## config.mk

```make
export PLATFORM = sky130hd
export DESIGN_NAME = delay_write_sequencer
export DESIGN_NICKNAME = d
export VERILOG_FILES = /design/src/rtl/dws_pkg.sv /design/src/rtl/dws_fifo.sv /design/src/rtl/delay_write_sequencer.sv
export SDC_FILE = /design/constraint.sdc
export NUM_CORES = 1
export LEC_CHECK = 0
export CORE_ASPECT_RATIO = 1.2
export CORE_MARGIN = 1
export CORE_UTILIZATION = 51
export DETAILED_ROUTE_END_ITERATION = 8
export PLACE_DENSITY = 0.8
export SLEW_MARGIN = 20
export SYNTH_ARGS = -nofsm -noshare
export SYNTH_HDL_FRONTEND = slang
export SYNTH_SLANG_ARGS = --single-unit
```

## constraint.sdc

```tcl
create_clock -name clk -period 6.3 [get_ports clk]
set_clock_uncertainty 0.05 [all_clocks]
set_input_delay 1.26 -clock clk [delete_from_list [all_inputs] [get_ports clk]]
set_output_delay 1.26 -clock clk [all_outputs]
set_load 0.05 [all_outputs]
```

## src/rtl/dws_pkg.sv

```systemverilog
// Shared types for the delay/write sequencer: write targets, FSM states and
// the queued entry layout at the default field widths.
package dws_pkg;

    localparam int DWS_DATA_W = 32;
    localparam int DWS_DLY_W  = 8;

    typedef enum logic [1:0] {
        TGT_A    = 2'd0,
        TGT_B    = 2'd1,
        TGT_C    = 2'd2,
        TGT_NONE = 2'd3
    } target_e;

    typedef enum logic [2:0] {
        ST_IDLE,
        ST_FETCH,
        ST_COUNT,
        ST_APPLY,
        ST_FIN
    } state_e;

    // Default-width entry; the top re-declares the same layout at its own
    // parameter widths so DATA_W/DLY_W overrides stay consistent.
    typedef struct packed {
        logic [DWS_DLY_W-1:0]  delay;
        target_e               target;
        logic [DWS_DATA_W-1:0] value;
    } entry_t;

endpackage

```

## src/rtl/dws_fifo.sv

```systemverilog
// Synchronous FIFO of sequencer entries. The head is read combinationally;
// a pushed entry becomes visible one cycle after the push, and a pop at full
// frees its slot one cycle later, because full/empty come from a registered count.
module dws_fifo
    import dws_pkg::*;
#(
    parameter int  DEPTH      = 8,
    parameter type entry_type = entry_t
) (
    input  logic      clk,
    input  logic      rst,
    input  logic      push,
    input  entry_type wr_data,
    input  logic      pop,
    output entry_type rd_data,
    output logic      full,
    output logic      empty
);

    localparam int AW = $clog2(DEPTH);

    entry_type       mem [DEPTH];
    logic [AW-1:0]   wr_ptr;
    logic [AW-1:0]   rd_ptr;
    logic [AW:0]     count;
    logic            push_ok;
    logic            pop_ok;

    assign full    = (count == (AW+1)'(DEPTH));
    assign empty   = (count == '0);
    assign push_ok = push && !full;
    assign pop_ok  = pop && !empty;
    assign rd_data = mem[rd_ptr];

    // Pointer and occupancy tracking; pointers wrap naturally (DEPTH is 2^n).
    always_ff @(posedge clk) begin
        if (rst) begin
            wr_ptr <= '0;
            rd_ptr <= '0;
            count  <= '0;
        end else begin
            if (push_ok) wr_ptr <= wr_ptr + 1'b1;
            if (pop_ok)  rd_ptr <= rd_ptr + 1'b1;
            case ({push_ok, pop_ok})
                2'b10:   count <= count + 1'b1;
                2'b01:   count <= count - 1'b1;
                default: count <= count;
            endcase
        end
    end

    // Entry storage; contents need no reset since count gates visibility.
    always_ff @(posedge clk) begin
        if (push_ok) mem[wr_ptr] <= wr_data;
    end

endmodule

```

## src/rtl/delay_write_sequencer.sv

```systemverilog
// Timed writer for the condition-wait protocol: plays queued
// (delay, target, value) entries out in order onto three watched variables.
//
// state    | meaning
// ---------+-----------------------------------------------------------
// ST_IDLE  | waiting for start; queue accepts pushes
// ST_FETCH | pop head entry, load delay counter
// ST_COUNT | count delay down; hold freezes the countdown
// ST_APPLY | strobe the write (none for TGT_NONE), pick next entry
// ST_FIN   | one-cycle done pulse
module delay_write_sequencer
    import dws_pkg::*;
#(
    parameter int DEPTH  = 8,
    parameter int DATA_W = DWS_DATA_W,
    parameter int DLY_W  = DWS_DLY_W
) (
    input  logic              clk,
    input  logic              rst,
    input  logic              in_valid,
    output logic              in_ready,
    input  logic [DLY_W-1:0]  in_delay,
    input  logic [1:0]        in_target,
    input  logic [DATA_W-1:0] in_value,
    input  logic              start,
    input  logic              hold,
    output logic              busy,
    output logic              done,
    output logic              wr_en,
    output logic [1:0]        wr_target,
    output logic [DATA_W-1:0] wr_value,
    output logic [DATA_W-1:0] var_a,
    output logic [DATA_W-1:0] var_b,
    output logic [DATA_W-1:0] var_c
);

    typedef struct packed {
        logic [DLY_W-1:0]  delay;
        target_e           target;
        logic [DATA_W-1:0] value;
    } entry_w_t;

    state_e            state_q;
    state_e            state_d;
    entry_w_t          push_entry;
    entry_w_t          fifo_head;
    logic              fifo_full;
    logic              fifo_empty;
    logic              fifo_pop;
    logic              load_cur;
    logic              dec_cnt;
    logic              do_write;
    logic [DLY_W-1:0]  cnt_q;
    target_e           cur_target;
    logic [DATA_W-1:0] cur_value;
    logic [1:0]        last_target;
    logic [DATA_W-1:0] last_value;

    assign push_entry.delay  = in_delay;
    assign push_entry.target = target_e'(in_target);
    assign push_entry.value  = in_value;

    dws_fifo #(
        .DEPTH      (DEPTH),
        .entry_type (entry_w_t)
    ) u_fifo (
        .clk     (clk),
        .rst     (rst),
        .push    (in_valid),
        .wr_data (push_entry),
        .pop     (fifo_pop),
        .rd_data (fifo_head),
        .full    (fifo_full),
        .empty   (fifo_empty)
    );

    assign in_ready  = !fifo_full;
    assign busy      = (state_q != ST_IDLE);
    assign done      = (state_q == ST_FIN);
    assign wr_en     = do_write;
    // Outside a write strobe the bus keeps showing the last write.
    assign wr_target = do_write ? cur_target : last_target;
    assign wr_value  = do_write ? cur_value  : last_value;

    // State register.
    always_ff @(posedge clk) begin
        if (rst) state_q <= ST_IDLE;
        else     state_q <= state_d;
    end

    // Next-state and datapath control.
    always_comb begin
        state_d  = state_q;
        fifo_pop = 1'b0;
        load_cur = 1'b0;
        dec_cnt  = 1'b0;
        do_write = 1'b0;
        case (state_q)
            ST_IDLE: begin
                if (start) state_d = fifo_empty ? ST_FIN : ST_FETCH;
            end
            ST_FETCH: begin
                fifo_pop = 1'b1;
                load_cur = 1'b1;
                state_d  = (fifo_head.delay == '0) ? ST_APPLY : ST_COUNT;
            end
            ST_COUNT: begin
                if (!hold) begin
                    if (cnt_q == DLY_W'(1)) state_d = ST_APPLY;
                    else                    dec_cnt = 1'b1;
                end
            end
            ST_APPLY: begin
                do_write = (cur_target != TGT_NONE);
                state_d  = fifo_empty ? ST_FIN : ST_FETCH;
            end
            ST_FIN:   state_d = ST_IDLE;
            default:  state_d = ST_IDLE;
        endcase
    end

    // Current entry, delay counter, last-write bus and watched variables.
    always_ff @(posedge clk) begin
        if (rst) begin
            cnt_q       <= '0;
            cur_target  <= TGT_A;
            cur_value   <= '0;
            last_target <= '0;
            last_value  <= '0;
            var_a       <= '0;
            var_b       <= '0;
            var_c       <= '0;
        end else begin
            if (load_cur) begin
                cnt_q      <= fifo_head.delay;
                cur_target <= fifo_head.target;
                cur_value  <= fifo_head.value;
            end else if (dec_cnt) begin
                cnt_q <= cnt_q - 1'b1;
            end
            if (do_write) begin
                last_target <= cur_target;
                last_value  <= cur_value;
                case (cur_target)
                    TGT_A:   var_a <= cur_value;
                    TGT_B:   var_b <= cur_value;
                    TGT_C:   var_c <= cur_value;
                    default: ;
                endcase
            end
        end
    end

endmodule

```

==> flow_summary.yaml <==
worst_setup_path:
  crit_family: "buffers and inverters"
  endpoint_kind: "primary output"
  crit_required_ns: 4.99
  worstPathCellList: "nand3b_1 > a21o_1 > inv_2 > nand2_1 > nand2_1 > clkdlybuf4s50_1"
  worstPathMaxFanout: 37
  crit_top_cell: "nand2_1"
  path_buf_inv: 2
  worstSetupPathType: "reg2out"
  cp_slowest_stage_delay_ns: 0.82
  worstSetupStartpointType: "flip-flop"
  slowest_stage: "clkdlybuf4s50_1"
  cp.arrival_ns: 3.20
final_layout:
  stdcell_area_um2: 23600
  nFillCells: 2665
  drive_gt1_share_pct: 12.1
  fin_cells: 2060
  area_growth_pct: 20.4
  final_nets: 1593
route:
  first_iter_violations: 1017
  viasPerCell: 5.71
  drt-pass1-iter-count: 5
  wl_per_cell_um: 20.8
  dr_total_vias: 11800
  wirelength_um: 42900
  final_antenna_net_count: 0
  drc: 0
die:
  die-width_um: 181
  die_y_um: 217
  core_um2: 37900
  die_area_um2: 39200
  initial_utilization_pct: 51.8
  io_pins: 181
  row_count: 78
synthesis:
  synth_common_cells: "edfxtp_1, nand2_1, dfxtp_1"
  synth_area_leaders: "edfxtp_1, dfxtp_1, mux4_2, nand2_1, a21oi_1"
  synth_edf_count: 336
  yosysMostFrequentCell: "edfxtp_1"
  syn-instance-count: 1377
  yosysUniqueCellTypes: 49
  synth_top_area_cell: "edfxtp_1"
  ys_ff_latch: 524
  synthFlopType: "edfxtp_1"
  async_reset_ff_share_pct: 0
  yosysWarnings: 0
  ys_seq_area_share_pct: 70.7
  synth_area_um2: 19600
  avgSynthCellArea_um2: 14.2
  synth_top_area_share_pct: 51.5
  synth_nets: 1431
power_and_ir_drop:
  finalPower_mw: 7.48
  ir_drop_uv: 210
  clkPwrFrac_pct: 42.3
  internal-power_mw: 5.89
  switchingPower_mw: 1.59
  seq_power_share_pct: 51.7
  leakage_nw: 7.54
  combPwrFrac_pct: 6.0
  p_per_area_nw_per_um2: 317
  switching_share_pct: 21.3
clock_tree:
  post-cts-setup-buffers: 0
  cts_buffers: 47
  tritoncts: "yes"
  cts.htree.levels: 2
  ctsResizeCount: 0
  worstSkewPairLatency_ns: 0.55
  clkTransAtPathRegs_ns: 0.07
  cts-root-buf: "clkbuf_16"
  holdBufCountCts: 0
  cts_buffer_depth: 3
  cts_sinks: 524
grt:
  first_global_vias: 11600
  grt_start_max_net_pins: 100
  grt-ovfl-total: 0
  grt_pass1_wl_um: 66700
  track_usage_pct: 22.0
  antenna_found_initial: 7
placed_design:
  io_buffer_count: 180
  hpwl_um: 25700
  gp_congestion: 0.850
  dp_cells: 1969
  placement.cell_area_um2: 21800
  place_ws_ns: 2.41
timing:
  min_period_ns: 4.51
  period_share_pct: 71.6
  setup_tns_ns: 0
  relSlewSlack_pct: 27.8
  drv_slew: 0
  worst_slack_ns: 1.79
  hold_viol: 0
  final-setup-viol-count: 0
  rsz0062_at_grt: "false"
  fmax_mhz: 222
  tightest_slew_ns: 1.08
flow_run:
  cap_violations: 0
outcome:
  status: "finished, final reports clean"
min_path:
  hold_path_class: "reg2reg"
==> cells in the final DEF (no fill, tap or decap), types with 4 or more instances in the layout <==
master | Yosys | final
a211oi_1 | 40 | 40
a21oi_1 | 137 | 137
a22oi_1 | 4 | 4
buf_4 | 2 | 17
bufinv_16 | 0 | 12
clkbuf_1 | 56 | 8
clkbuf_16 | 0 | 47
clkbuf_8 | 0 | 6
clkdlybuf4s50_1 | 0 | 179
clkinv_2 | 0 | 5
dfxtp_1 | 188 | 185
diode_2 | 0 | 5
edfxtp_1 | 336 | 336
ha_1 | 7 | 7
inv_1 | 3 | 4
mux2i_1 | 48 | 48
mux4_1 | 6 | 6
mux4_2 | 74 | 74
nand2_1 | 307 | 307
nand2b_1 | 5 | 5
nand3_1 | 5 | 5
nor2_1 | 61 | 57
nor2_4 | 0 | 4
nor2b_1 | 5 | 5
nor3_1 | 10 | 5
nor3_2 | 0 | 5
o21ai_0 | 6 | 6
or3_1 | 4 | 4
xor2_1 | 8 | 8
==> flip-flops by register name, summed over array words and instances (netlist names), named ones only <==
signal	cells
cur_target	2
u_fifo.wr_ptr	3
state_q	3
cnt_q	8
u_fifo.count	4
last_value	32
last_target	2
var_c	32
u_fifo.rd_ptr	3
var_a	32
u_fifo.mem	336
cur_value	32
var_b	32
==> routing by layer <==
metal  share of wire [%]  global-route usage (%)  vias to the layer above
met2                  50                    36.6                      440
met4                 2.9                    8.47                        6
met5               0.084                       0                        -
met3                 7.1                    4.62                       77
li1                    -                       -                     5388
met1                  40                    28.6                     5852
==> worst reg2reg max path, cell delays in order (launching register included) <==
cell and delay (ns):
dfxtp_4 0.92, buf_4 0.74, mux4_2 0.61, mux2i_1 0.36
a211oi_1 0.16
==> final cells by class <==
type / instances / area [µm²] / share of cell area [%]
clock buffers: 61 / 1290 / 5.46
inverters: 4 / 15.0 / 0.0636
repair buffers: 198 / 1960 / 8.29
multi-input cells: 764 / 5440 / 23.0
flip-flops and latches: 524 / 13900 / 58.7
clock inverters: 24 / 438 / 1.85
well taps: 480 / 601 / 2.54
diodes: 5 / 12.5 / 0.0530
==> final timing paths <==
check                                start      endpoint  slack [ns]  depth (start not counted)
worst max-delay path            state_q[2]   wr_value[1]        1.79                          6
worst min-delay path             var_a[17]     var_a[17]        0.40                          2
worst max register to register   flip-flop  cur_value[2]        3.32                          4
worst min register to register   var_a[17]     var_a[17]        0.40                          2
==> through the flow <==
step	util (%)	hold slack (ns)
after floorplan	-	0.394
after global placement	57.7	0.391
after detailed placement	57.7	0.396
after CTS	62.2	0.404
after global routing	62.3	0.420
final	62.4	0.402
==> cell families after synthesis <==
| family | synth area share, % |
|---|---|
| AOI/OAI and AO/OA | 5.74 |
| xor gates and xnor gates | 0.447 |
| adders and majority gates | 0.447 |
| buffers and inverters | 1.93 |
| DFF | 70.7 |
| muxes | 12.0 |
| and+or+nand+nor | 8.76 |
==> power groups by stage <==
| stage | Combinational (mW) | Clock [mW] | Sequential, mW |
|---|---|---|---|
| 6_report | 0.450 | 3.16 | 3.87 |
| 5_1_grt | 0.489 | 3.34 | 3.88 |
| 4_1_cts | 0.452 | 3.21 | 3.87 |
| 3_5_place_dp | 0.447 | 0 | 3.94 |
| 3_3_place_gp | 0.434 | 0 | 3.93 |
| 2_1_floorplan | 0.321 | 0 | 3.89 |
No activity file was read; power rests on OpenSTA's default activity.
